===== src/rtl/dm_arbiter_pkg.sv =====
// Purpose: shared types and constants for the data-memory arbiter slice.
// Latency: n/a (declarations only).
// Backpressure: n/a.
// Contents: FSM state enum, port index constants, default bus widths,
//           and a 16-bit saturating increment helper.
package dm_arbiter_pkg;

    typedef enum logic {
        ARB    = 1'b0,
        LOCKED = 1'b1
    } arb_state_t;

    localparam logic P_CPU = 1'b0;
    localparam logic P_LDR = 1'b1;

    localparam int DM_AW = 8;
    localparam int DM_DW = 24;

    function automatic logic [15:0] sat_inc16(input logic [15:0] v);
        return (v == 16'hFFFF) ? v : v + 16'd1;
    endfunction

endpackage


===== src/rtl/dm_arbiter_if.sv =====
// Purpose: bundle of both requester ports and the memory command/return bus.
// Latency: n/a (wiring only).
// Backpressure: requesters hold req/we/addr/wdata until their gnt is seen.
// Ports: p0_* processor port, p1_* loader/debug port (plus p1_lock),
//        mem_* single-port memory side. slave = arbiter, master = environment.
interface dm_arbiter_if import dm_arbiter_pkg::*; #(
    parameter int AW = DM_AW,
    parameter int DW = DM_DW
);
    logic          p0_req;
    logic          p0_we;
    logic [AW-1:0] p0_addr;
    logic [DW-1:0] p0_wdata;
    logic          p0_gnt;
    logic          p0_rvalid;
    logic [DW-1:0] p0_rdata;

    logic          p1_req;
    logic          p1_we;
    logic [AW-1:0] p1_addr;
    logic [DW-1:0] p1_wdata;
    logic          p1_lock;
    logic          p1_gnt;
    logic          p1_rvalid;
    logic [DW-1:0] p1_rdata;

    logic          mem_en;
    logic          mem_we;
    logic [AW-1:0] mem_addr;
    logic [DW-1:0] mem_wdata;
    logic [DW-1:0] mem_rdata;

    modport slave (
        input  p0_req, p0_we, p0_addr, p0_wdata,
        output p0_gnt, p0_rvalid, p0_rdata,
        input  p1_req, p1_we, p1_addr, p1_wdata, p1_lock,
        output p1_gnt, p1_rvalid, p1_rdata,
        output mem_en, mem_we, mem_addr, mem_wdata,
        input  mem_rdata
    );

    modport master (
        output p0_req, p0_we, p0_addr, p0_wdata,
        input  p0_gnt, p0_rvalid, p0_rdata,
        output p1_req, p1_we, p1_addr, p1_wdata, p1_lock,
        input  p1_gnt, p1_rvalid, p1_rdata,
        input  mem_en, mem_we, mem_addr, mem_wdata,
        output mem_rdata
    );

endinterface


===== src/rtl/dm_arbiter_rr_arb2.sv =====
// Purpose: two-way round-robin pick with registered priority pointer.
// Latency: grant is combinational (0 cycles); pointer updates on the edge.
// Backpressure: the losing request simply sees no grant and must hold.
// Ports: clk/rst; req[1:0] requests; en gates the pick; ptr_set forces the
//        pointer to P_CPU; gnt[1:0] one-hot (or zero) grant.
module rr_arb2 import dm_arbiter_pkg::*; (
    input  logic       clk,
    input  logic       rst,
    input  logic [1:0] req,
    input  logic       en,
    input  logic       ptr_set,
    output logic [1:0] gnt
);

    logic ptr_q;

    // A lone requester always wins; on a tie the pointer port wins.
    always_comb begin
        gnt = 2'b00;
        if (en) begin
            if (req == 2'b11) begin
                gnt[ptr_q] = 1'b1;
            end else begin
                gnt = req;
            end
        end
    end

    // After any grant the pointer favours the other port next time.
    always_ff @(posedge clk) begin
        if (rst) begin
            ptr_q <= P_CPU;
        end else if (ptr_set) begin
            ptr_q <= P_CPU;
        end else if (gnt != 2'b00) begin
            ptr_q <= gnt[P_CPU] ? P_LDR : P_CPU;
        end
    end

endmodule


===== src/rtl/dm_arbiter.sv =====
// Purpose: shares the single-port data memory between CPU (p0) and loader (p1).
// Latency: grant 0 cycles (combinational); read data 1 cycle after grant.
// Backpressure: loser sees no gnt and holds its request (CPU stall = p0_req & ~p0_gnt).
// Ports: clk, rst (sync, active-high); bus (dm_arbiter_if.slave) carrying both
//        requester ports and the memory bus; conflict_cnt saturating deny count.
module dm_arbiter import dm_arbiter_pkg::*; #(
    parameter int AW       = DM_AW,
    parameter int DW       = DM_DW,
    parameter int LOCK_MAX = 16
) (
    input  logic         clk,
    input  logic         rst,
    dm_arbiter_if.slave  bus,
    output logic [15:0]  conflict_cnt
);

    localparam logic [7:0] LOCK_MAX_C = LOCK_MAX[7:0];

    arb_state_t    state_q, state_d;
    logic [7:0]    lock_cnt_q, lock_cnt_d;
    logic [1:0]    rr_gnt;
    logic          rr_en;
    logic          ptr_set;
    logic          p0_gnt, p1_gnt;
    logic          mem_en;
    logic          mem_we;
    logic [AW-1:0] mem_addr;
    logic [DW-1:0] mem_wdata;
    logic          rd_vld_q;
    logic          rd_owner_q;
    logic          conflict;
    logic [15:0]   conflict_q;

    // Round-robin pick only matters in ARB; LOCKED overrides it.
    assign rr_en = ~rst & (state_q == ARB);

    rr_arb2 u_rr (
        .clk     (clk),
        .rst     (rst),
        .req     ({bus.p1_req, bus.p0_req}),
        .en      (rr_en),
        .ptr_set (ptr_set),
        .gnt     (rr_gnt)
    );

    // Next-state, lock counter and grants. All grants are held low in reset.
    always_comb begin
        state_d    = state_q;
        lock_cnt_d = lock_cnt_q;
        ptr_set    = 1'b0;
        p0_gnt     = 1'b0;
        p1_gnt     = 1'b0;
        if (!rst) begin
            unique case (state_q)
                ARB: begin
                    p0_gnt = rr_gnt[P_CPU];
                    p1_gnt = rr_gnt[P_LDR];
                    if (p1_gnt && bus.p1_lock) begin
                        lock_cnt_d = 8'd1;
                        // With a window of one grant the lock is already used
                        // up; the pointer has moved to P_CPU via the grant.
                        if (LOCK_MAX_C != 8'd1) begin
                            state_d = LOCKED;
                        end
                    end
                end
                LOCKED: begin
                    p1_gnt = bus.p1_req;
                    if (p1_gnt) begin
                        lock_cnt_d = lock_cnt_q + 8'd1;
                    end
                    if (!bus.p1_lock) begin
                        state_d = ARB;
                    end else if (lock_cnt_d == LOCK_MAX_C) begin
                        // Forced release: CPU gets first shot at the memory.
                        state_d = ARB;
                        ptr_set = 1'b1;
                    end
                end
                default: state_d = ARB;
            endcase
        end
    end

    // Command mux: fields are zero when nothing is granted.
    always_comb begin
        mem_we    = 1'b0;
        mem_addr  = '0;
        mem_wdata = '0;
        if (p1_gnt) begin
            mem_we    = bus.p1_we;
            mem_addr  = bus.p1_addr;
            mem_wdata = bus.p1_wdata;
        end else if (p0_gnt) begin
            mem_we    = bus.p0_we;
            mem_addr  = bus.p0_addr;
            mem_wdata = bus.p0_wdata;
        end
    end

    assign mem_en   = p0_gnt | p1_gnt;
    assign conflict = (bus.p0_req & ~p0_gnt) | (bus.p1_req & ~p1_gnt);

    always_ff @(posedge clk) begin
        if (rst) begin
            state_q    <= ARB;
            lock_cnt_q <= 8'd0;
            rd_vld_q   <= 1'b0;
            rd_owner_q <= P_CPU;
            conflict_q <= 16'd0;
        end else begin
            state_q    <= state_d;
            lock_cnt_q <= lock_cnt_d;
            rd_vld_q   <= mem_en & ~mem_we;
            rd_owner_q <= p1_gnt ? P_LDR : P_CPU;
            if (conflict) begin
                conflict_q <= sat_inc16(conflict_q);
            end
        end
    end

    assign bus.p0_gnt    = p0_gnt;
    assign bus.p1_gnt    = p1_gnt;
    assign bus.mem_en    = mem_en;
    assign bus.mem_we    = mem_we;
    assign bus.mem_addr  = mem_addr;
    assign bus.mem_wdata = mem_wdata;

    // Read return is steered to the port that owned the read; the
    // synchronous reset is not yet visible in the register during the first
    // reset cycle, so rvalid is also gated by rst directly.
    assign bus.p0_rvalid = ~rst & rd_vld_q & (rd_owner_q == P_CPU);
    assign bus.p1_rvalid = ~rst & rd_vld_q & (rd_owner_q == P_LDR);
    assign bus.p0_rdata  = bus.p0_rvalid ? bus.mem_rdata : '0;
    assign bus.p1_rdata  = bus.p1_rvalid ? bus.mem_rdata : '0;

    assign conflict_cnt = conflict_q;

endmodule


===== src/flat_wrapper.sv =====
// flat-port wrapper written by rule: the top's interface ports become plain ports
module dm_arbiter_flat import dm_arbiter_pkg::*;
#(
    parameter int AW       = DM_AW,
    parameter int DW       = DM_DW,
    parameter int LOCK_MAX = 16
)
  (clk, rst, conflict_cnt, bus_p0_req, bus_p0_we, bus_p0_addr, bus_p0_wdata, bus_p0_gnt, bus_p0_rvalid, bus_p0_rdata, bus_p1_req, bus_p1_we, bus_p1_addr, bus_p1_wdata, bus_p1_lock, bus_p1_gnt, bus_p1_rvalid, bus_p1_rdata, bus_mem_en, bus_mem_we, bus_mem_addr, bus_mem_wdata, bus_mem_rdata);
  dm_arbiter_if #(.AW(AW), .DW(DW)) bus_i ();
  input  logic clk;
  input  logic rst;
  output logic [15:0] conflict_cnt;
  input wire logic [$bits(bus_i.p0_req)-1:0] bus_p0_req;
  input wire logic [$bits(bus_i.p0_we)-1:0] bus_p0_we;
  input wire logic [$bits(bus_i.p0_addr)-1:0] bus_p0_addr;
  input wire logic [$bits(bus_i.p0_wdata)-1:0] bus_p0_wdata;
  output wire logic [$bits(bus_i.p0_gnt)-1:0] bus_p0_gnt;
  output wire logic [$bits(bus_i.p0_rvalid)-1:0] bus_p0_rvalid;
  output wire logic [$bits(bus_i.p0_rdata)-1:0] bus_p0_rdata;
  input wire logic [$bits(bus_i.p1_req)-1:0] bus_p1_req;
  input wire logic [$bits(bus_i.p1_we)-1:0] bus_p1_we;
  input wire logic [$bits(bus_i.p1_addr)-1:0] bus_p1_addr;
  input wire logic [$bits(bus_i.p1_wdata)-1:0] bus_p1_wdata;
  input wire logic [$bits(bus_i.p1_lock)-1:0] bus_p1_lock;
  output wire logic [$bits(bus_i.p1_gnt)-1:0] bus_p1_gnt;
  output wire logic [$bits(bus_i.p1_rvalid)-1:0] bus_p1_rvalid;
  output wire logic [$bits(bus_i.p1_rdata)-1:0] bus_p1_rdata;
  output wire logic [$bits(bus_i.mem_en)-1:0] bus_mem_en;
  output wire logic [$bits(bus_i.mem_we)-1:0] bus_mem_we;
  output wire logic [$bits(bus_i.mem_addr)-1:0] bus_mem_addr;
  output wire logic [$bits(bus_i.mem_wdata)-1:0] bus_mem_wdata;
  input wire logic [$bits(bus_i.mem_rdata)-1:0] bus_mem_rdata;
  assign bus_i.p0_req = bus_p0_req;
  assign bus_i.p0_we = bus_p0_we;
  assign bus_i.p0_addr = bus_p0_addr;
  assign bus_i.p0_wdata = bus_p0_wdata;
  assign bus_p0_gnt = bus_i.p0_gnt;
  assign bus_p0_rvalid = bus_i.p0_rvalid;
  assign bus_p0_rdata = bus_i.p0_rdata;
  assign bus_i.p1_req = bus_p1_req;
  assign bus_i.p1_we = bus_p1_we;
  assign bus_i.p1_addr = bus_p1_addr;
  assign bus_i.p1_wdata = bus_p1_wdata;
  assign bus_i.p1_lock = bus_p1_lock;
  assign bus_p1_gnt = bus_i.p1_gnt;
  assign bus_p1_rvalid = bus_i.p1_rvalid;
  assign bus_p1_rdata = bus_i.p1_rdata;
  assign bus_mem_en = bus_i.mem_en;
  assign bus_mem_we = bus_i.mem_we;
  assign bus_mem_addr = bus_i.mem_addr;
  assign bus_mem_wdata = bus_i.mem_wdata;
  assign bus_i.mem_rdata = bus_mem_rdata;
  dm_arbiter #(.AW(AW), .DW(DW), .LOCK_MAX(LOCK_MAX)) u_core (.clk(clk), .rst(rst), .bus(bus_i), .conflict_cnt(conflict_cnt));
endmodule

===== config.mk =====
export PLATFORM = sky130hd
export DESIGN_NAME = dm_arbiter_flat
export DESIGN_NICKNAME = d
export VERILOG_FILES = /design/src/rtl/dm_arbiter_pkg.sv /design/src/rtl/dm_arbiter_if.sv /design/src/rtl/dm_arbiter_rr_arb2.sv /design/src/rtl/dm_arbiter.sv /design/src/flat_wrapper.sv
export SDC_FILE = /design/constraint.sdc
export NUM_CORES = 1
export LEC_CHECK = 0
export BUFFER_PORTS_ARGS = -buffer_cell sky130_fd_sc_hd__buf_2
export CAP_MARGIN = 20
export CORE_MARGIN = 5
export CORE_UTILIZATION = 37
export DETAILED_ROUTE_END_ITERATION = 12
export PLACE_DENSITY = 0.89
export SKIP_CTS_REPAIR_TIMING = 1
export SYNTH_ARGS = -nofsm -noshare
export SYNTH_HDL_FRONTEND = slang
export SYNTH_HIERARCHICAL = 1
export SYNTH_SLANG_ARGS = --single-unit

===== constraint.sdc =====
create_clock -name clk -period 4.5 [get_ports clk]
set_input_delay 1.35 -clock clk [delete_from_list [all_inputs] [get_ports clk]]
set_output_delay 1.35 -clock clk [all_outputs]
set_load 0.005 [all_outputs]

==> results of run 1 <==
==> flip-flops by register name (all words and copies together) (netlist names) <==
name	cells
u_core/conflict_cnt	16
u_core/rd_vld_q	1
u_core/state_q	1
u_core/rd_owner_q	1
u_core/u_rr/ptr_q	1
u_core/lock_cnt_q	8
==> worst max path at each step <==
stage               startpoint           endpoint  slack (ps)  cells past startpoint
floorplan                  rst  bus_mem_wdata[11]           8                     12
global placement           rst  bus_mem_wdata[12]         340                      9
detailed placement         rst  bus_mem_wdata[12]         290                      9
CTS                        rst  bus_mem_wdata[12]         280                      9
global route               rst  bus_mem_wdata[12]          70                     10
finish                     rst  bus_mem_wdata[12]         280                      9
==> cells by family after synthesis <==
family | synth area share, %
AOI/OAI and AO/OA | 23.17
adders and majority gates | 0.9755
and+or+nand+nor | 42.98
muxes | 4.292
buffers and inverters | 6.049
DFF | 21.85
xor gates and xnor gates | 0.6831
==> cell usage in the layout (no fill, tap or decap), drive strengths merged, types with 5 or more instances in the layout <==
cell / Yosys / final
a2111oi: 5 / 5
a211oi: 7 / 7
a21oi: 20 / 20
and2: 48 / 48
buf: 11 / 203
dfxtp: 28 / 28
inv: 10 / 10
mux2: 8 / 8
nand2: 76 / 76
nand2b: 5 / 5
nand3: 10 / 10
nand4: 6 / 6
nor2: 15 / 15
nor2b: 9 / 9
nor4: 5 / 5
o21ai: 42 / 42
==> cell type report <==
| type | instances | area (sq um) | share of cell area [%] |
|---|---|---|---|
| Multi-Input combinational cell | 304 | 1866 | 50.73 |
| Sequential cell | 28 | 560.5 | 15.24 |
| Clock buffer | 4 | 55.05 | 1.497 |
| Timing Repair Buffer | 203 | 1059 | 28.79 |
| Inverter | 10 | 37.54 | 1.021 |
| Tap cell | 80 | 100.1 | 2.722 |
==> power groups by stage <==
stage / logic, uW / clock network (uW) / registers (uW)
after floorplan: 65.1 / 0 / 264
after global placement: 142 / 0 / 265
after detailed placement: 146 / 0 / 266
after CTS: 147 / 162 / 261
after global routing: 161 / 173 / 262
final: 147 / 158 / 261
==> metal layers <==
layer | vias up | track usage [%] | part of all wire, %
met5 | - | 0 | 0
met4 | 0 | 5.983 | 2.2
met3 | 17 | 3.057 | 7.1
met2 | 135 | 34.19 | 50
met1 | 1546 | 24.69 | 41
li1 | 1639 | - | -
==> critical path: stages <==
cell,delay [ps]
buf_2,100
nor2_1,160
nand2_1,140
a21oi_1,150
nor3b_4,260
buf_12,230
nand2_1,60
o21ai_0,240
buf_2,170
==> through the flow <==
stage | setup WS, ps | total power [uW] | hold WS, ps | std cells
2_1_floorplan | 8.024 | 328.7 | 462.8 | 369
3_3_place_gp | 336.2 | 406.9 | 487.4 | 625
3_5_place_dp | 291.8 | 412.3 | 491.1 | 625
4_1_cts | 281.5 | 569.0 | 506.3 | 629
5_1_grt | 70.95 | 596.0 | 539.2 | 629
6_report | 284.5 | 564.9 | 505.2 | 629
==> results.py, run 1 <==
metrics = {
    "status": {
        "status": "finished, final reports clean",
    },
    "setup_path": {
        "reg2reg_depth": 9,
        "cp-end-kind": "primary output",
        "reg2reg_to": "u_core/conflict_cnt[9]",
        "r2r_start": "u_core/state_q",
        "start_kind": "primary input",
        "worstPathArrival_ps": 2870,
        "crit_required_ps": 3150,
        "setup.worst_path.class": "in2out",
        "reg2reg_slack_ps": 1760,
        "cp_max_fo": 36,
    },
    "layout": {
        "finalCoreUtilization_pct": 54.43,
        "areaGrowthSynthToFinish_pct": 43.37,
        "fin_area_sq_um": 3677,
        "nets": 647,
        "drive_above_1_share_pct": 40.62,
        "fill_cells": 636,
        "diodes": 0,
    },
    "clock_network": {
        "insertion_delay_ps": 270,
        "path_clk_slew_ps": 100,
        "htree_levels": 1,
        "cts-buffers-inserted": 3,
        "clock_path_buffers": 2,
        "cts_sinks": 28,
        "cts-root-buf": "clkbuf_8",
        "cts_tree": "built",
    },
    "timing": {
        "final_max_slew_viol_count": 0,
        "worstMarginPinSlew_ps": 841.7,
        "fin_crit_ps": 4216,
        "rsz0062_at_grt": "false",
        "finalHoldViolCount": 0,
        "skew_ps": 1.830,
        "setup_viol": 0,
        "fin_setup_tns_ps": 0,
        "slew_headroom_pct": 43.00,
        "fin_crit_sh_pct": 93.68,
        "fmax_mhz": 237.2,
    },
    "yosys": {
        "synth.most_common_cell": "nand2_1",
        "netlist_instances": 369,
        "ys_ff_latch": 28,
        "syn-num-nets": 466,
        "async_flop_share_pct": 0,
        "ys_seq_area_share_pct": 21.85,
        "syn_area_per_cell_sq_um": 6.951,
        "synth_cell_types": 54,
        "synth_edf_count": 0,
        "ys.flop_type": "dfxtp_1",
        "synth_warnings": 6,
        "synthTopCellsByArea": "dfxtp_1, and2_1, nand2_1",
        "syn_area_sq_um": 2565,
        "synth_top_cell_by_area": "dfxtp_1",
        "synth_common_cells": "nand2_1, and2_1, o21ai_0",
        "synth_top_area_share_pct": 21.85,
    },
    "detailed_routing": {
        "wl_per_cell_microns": 15.13,
        "routed_wl_mm": 9.518,
        "vias": 3337,
        "drt_iter0_drc": 167,
        "drc": 0,
        "dr.pass1.iters": 5,
        "routed_via_density": 5.305,
        "drtAntennaViolNets": 0,
    },
    "floorplan": {
        "dieArea_sq_um": 8697,
        "ios": 197,
        "fp.dieW_microns": 93.26,
        "core-area_sq_um": 6756,
        "rows": 30,
        "initial_core_util_pct": 37.96,
        "die_y_microns": 93.26,
    },
    "power": {
        "comb_power_share_pct": 26.0,
        "internal_power_uw": 403.6,
        "vdd_drop_max_mv": 0.1138,
        "powerDensity_nw_per_um2": 153.6,
        "switchingPower_uw": 161.3,
        "p_leak_uw": 0.001810,
        "switching_share_pct": 28.55,
        "seqPwrFrac_pct": 46.1,
        "power_frac_clock_pct": 27.9,
    },
    "placement": {
        "dpl_cell_area_sq_um": 3622,
        "gp_congestion": 0.9445,
        "dpl.hpwl_mm": 7.670,
        "io_buffers": 196,
    },
    "min_path": {
        "holdCritStartpoint": "u_core/lock_cnt_q[6]",
        "hold_end": "u_core/lock_cnt_q[6]",
        "hold_class": "reg2reg",
        "hold_depth": 2,
    },
    "global_route": {
        "grt_pass1_wl_mm": 14.21,
        "grt_use_total_pct": 19.63,
        "grt.overflow.total": 0,
        "grt_antenna_before_repair": 0,
        "grt_max_degree": 68,
        "grt_pass1_vias": 2838,
    },
    "run": {
        "max-cap-violations": 0,
    },
}
(Power assumes the default switching activity.)
==> inputs of run 2 (changes only) <==
--- a/config.mk
+++ b/config.mk
@@ -5,12 +5,14 @@
 export SDC_FILE = /design/constraint.sdc
 export NUM_CORES = 1
 export LEC_CHECK = 0
+export ABC_AREA = 1
 export BUFFER_PORTS_ARGS = -buffer_cell sky130_fd_sc_hd__buf_2
 export CAP_MARGIN = 20
 export CORE_MARGIN = 5
-export CORE_UTILIZATION = 37
+export CORE_UTILIZATION = 36
 export DETAILED_ROUTE_END_ITERATION = 12
-export PLACE_DENSITY = 0.89
+export PLACE_DENSITY = 0.88
+export RECOVER_POWER = 50
 export SKIP_CTS_REPAIR_TIMING = 1
 export SYNTH_ARGS = -nofsm -noshare
 export SYNTH_HDL_FRONTEND = slang
==> run 2 against run 1 <==
  * Flip-flop and latch count unchanged
  * Combinational power about the same
  * Synthesized cell count up 24%
  * Critical endpoint is now bus_mem_addr[0]
  * Non-clock buffer count down 4
  * Area after synthesis down 2.4%
  * Maximum frequency up 0.46%
  * Largest power group unchanged
==> results.py, run 2 <==
metrics = {
    "status": {
        "status": "finished, final reports clean",
    },
    "placement": {
        "dpl_cell_area_sq_um": 3522,
        "dp_slack_ps": 322.9,
        "gp_congestion": 0.9051,
        "io_buffers": 196,
        "dpl.hpwl_mm": 7.255,
    },
    "yosys": {
        "synth_fa_ha_area_share_pct": 1.000,
        "synth_compound_gate_area_share_pct": 8.100,
        "ys.flop_type": "dfxtp_1",
        "netlist_instances": 456,
        "syn_area_sq_um": 2502,
        "synth_common_cells": "nand2_1, nor2_1, inv_1",
        "synth_warnings": 6,
        "syn-num-nets": 553,
        "synth_top_area_share_pct": 24.00,
        "synth_top_family_by_area": "simple AND/OR/NAND/NOR gates",
        "async_flop_share_pct": 0,
        "synth_cell_types": 31,
        "synth.area.mux_share_pct": 0,
        "syn_area_per_cell_sq_um": 5.488,
        "synth-xor-area-share_pct": 3.150,
        "ys_seq_area_share_pct": 22.40,
        "synthSimpleGateAreaFrac_pct": 51.00,
        "synth_edf_count": 0,
        "synthTopCellsByArea": "nand2_1, dfxtp_1, nor2_1",
        "synth.most_common_cell": "nand2_1",
        "ys_ff_latch": 28,
        "synth_top_cell_by_area": "nand2_1",
    },
    "floorplan": {
        "ios": 197,
        "initial_core_util_pct": 36.83,
        "fp.dieW_microns": 93.38,
        "dieArea_sq_um": 8719,
        "die_y_microns": 93.38,
        "core-area_sq_um": 6794,
        "rows": 30,
    },
    "power": {
        "p_total_uw": 607.4,
        "vdd_drop_max_mv": 0.1033,
        "powerDensity_nw_per_um2": 172.0,
        "p_leak_uw": 0.002084,
    },
    "layout": {
        "fin_area_sq_um": 3531,
        "mostFrequentLayoutCells": "buf_2, nand2_1, nor2_1",
        "nets": 738,
        "areaGrowthSynthToFinish_pct": 41.10,
        "diodes": 0,
        "drive_above_1_share_pct": 30.94,
        "fill_cells": 709,
        "final_common_cell": "buf_2",
        "largest_reg_flops": 16,
    },
    "setup_path": {
        "reg2reg_to": "u_core/conflict_cnt[8]",
        "worstPathArrival_ps": 2850,
        "crit_family": "simple AND/OR/NAND/NOR gates",
        "slowest_delay_ps": 410,
        "cp_max_fo": 34,
        "cp-end-kind": "primary output",
        "crit_buf_inv": 3,
        "reg2reg_depth": 13,
        "critical_path.slowest_cell": "inv_2",
        "start_kind": "primary input",
        "crit_required_ps": 3150,
        "setup.worst_path.class": "in2out",
        "r2r_start": "u_core/state_q",
        "cpMostUsedCell": "nand2_1",
        "reg2reg_slack_ps": 1430,
        "worstPathCellList": "clkbuf_1 > nor2_4 > nand2_1 > a21oi_1 > nand2_1 > nand2_1 > nand2_1 > inv_2 > nand2_1 > nand2_1 > buf_2",
    },
    "clock_network": {
        "htree_levels": 1,
        "insertion_delay_ps": 280,
        "cts_tree": "built",
        "clock_path_buffers": 2,
        "path_clk_slew_ps": 100,
        "cts_sinks": 28,
        "cts-root-buf": "clkbuf_8",
        "cts-buffers-inserted": 3,
    },
    "run": {
        "max-cap-violations": 0,
    },
    "min_path": {
        "hold_end": "u_core/lock_cnt_q[7]",
        "hold_class": "reg2reg",
        "holdCritStartpoint": "u_core/lock_cnt_q[7]",
        "hold_depth": 2,
    },
    "detailed_routing": {
        "drt_iter0_drc": 153,
        "drtAntennaViolNets": 0,
        "wl_per_cell_microns": 12.06,
        "routed_wl_mm": 8.876,
        "drc": 0,
        "vias": 3408,
        "dr.pass1.iters": 5,
        "routed_via_density": 4.630,
    },
    "global_route": {
        "met3_usage_pct": 3.540,
        "grt.busiest_layer": "met2",
        "grtUsageMet2_pct": 36.45,
        "grt_pass1_wl_mm": 14.13,
        "grt_pass1_vias": 3299,
        "grt_use_met1_pct": 22.18,
        "grt_max_degree": 38,
        "grt_use_total_pct": 19.09,
        "grt.overflow.total": 0,
        "grt_antenna_before_repair": 0,
    },
    "timing": {
        "fin_crit_ps": 4196,
        "slew_headroom_pct": 52.99,
        "skew_ps": 3.662,
        "worstMarginPinSlew_ps": 704.3,
        "setup_viol": 0,
        "fin_crit_sh_pct": 93.25,
        "rsz0062_at_grt": "false",
        "fin_setup_tns_ps": 0,
        "finalHoldViolCount": 0,
        "final_max_slew_viol_count": 0,
        "setup_slack_ps": 303.7,
        "fmax_mhz": 238.3,
    },
}
## run 2: cell types whose count changed in the layout (fill, tap and decap cells not counted), sizes merged, moves of 8 or more
cell	delta
and2	-47
nor2	+63
nand2	+91
clkbuf	+25
inv	+52
mux2	-8
nand3	+38
buf	-30
nor2b	-9
o21ai	-38
## run 2: worst max-delay path by stage
stage                     start                 to  cells after the start
after floorplan             rst    bus_mem_addr[0]                     11
after global placement      rst    bus_mem_addr[0]                     11
after detailed placement    rst  bus_mem_wdata[14]                     11
after CTS                   rst    bus_mem_addr[0]                     11
after global routing        rst    bus_mem_addr[0]                     11
final                       rst    bus_mem_addr[0]                     11
## run 2: layout make-up
cell class	count	area (sq um)	share of cell area [%]
Tap cell	96	120.1	3.402
Clock inverter	1	30.03	0.8505
Sequential cell	28	560.5	15.88
Clock buffer	3	41.29	1.169
Multi-Input combinational cell	345	1546	43.80
Inverter	64	241.5	6.839
Timing Repair Buffer	199	991.0	28.07
## run 2: cells by family (layout without fill, tap and decap cells)
| family | after synthesis | after routing |
|---|---|---|
| AND/OR/NAND/NOR | 305 | 305 |
| buffers and inverters | 83 | 267 |
| XOR/XNOR | 9 | 9 |
| adder cells (fa/ha/maj) | 2 | 2 |
| AO/OA/AOI/OAI | 29 | 29 |
| flip-flops | 28 | 28 |
## run 2: worst register-to-register path, delay by kind of cell (launching register included)
| kind | cells | cell delay, ps |
|---|---|---|
| flops | 1 | 460 |
| simple gates | 9 | 1400 |
| compound gates | 2 | 230 |
| buf+inv | 2 | 860 |
## run 2: per-layer routing
metal	vias to the layer above	wire length, microns
li1	1759	-
met1	1495	3542
met2	146	4635
met3	8	632
met4	0	65
met5	-	0
## run 2: power by group
part	internal [uW]	switching, uW	total (uW)	leakage (uW)
clock	119	80.1	199	0.0000357
sequential	253	6.07	259	0.000227
combinational	66.8	82.0	149	0.00182
## run 2: per-stage QoR
| stage | cells | utilization, % | hold WS (ps) |
|---|---|---|---|
| 3_5_place_dp | 732 | 51.84 | 470.7 |
| 2_1_floorplan | 456 | - | 452.6 |
| 4_1_cts | 736 | 52.89 | 486.4 |
| 6_report | 736 | 51.97 | 485.3 |
| 3_3_place_gp | 732 | 51.84 | 461.6 |
| 5_1_grt | 736 | 51.97 | 535.2 |
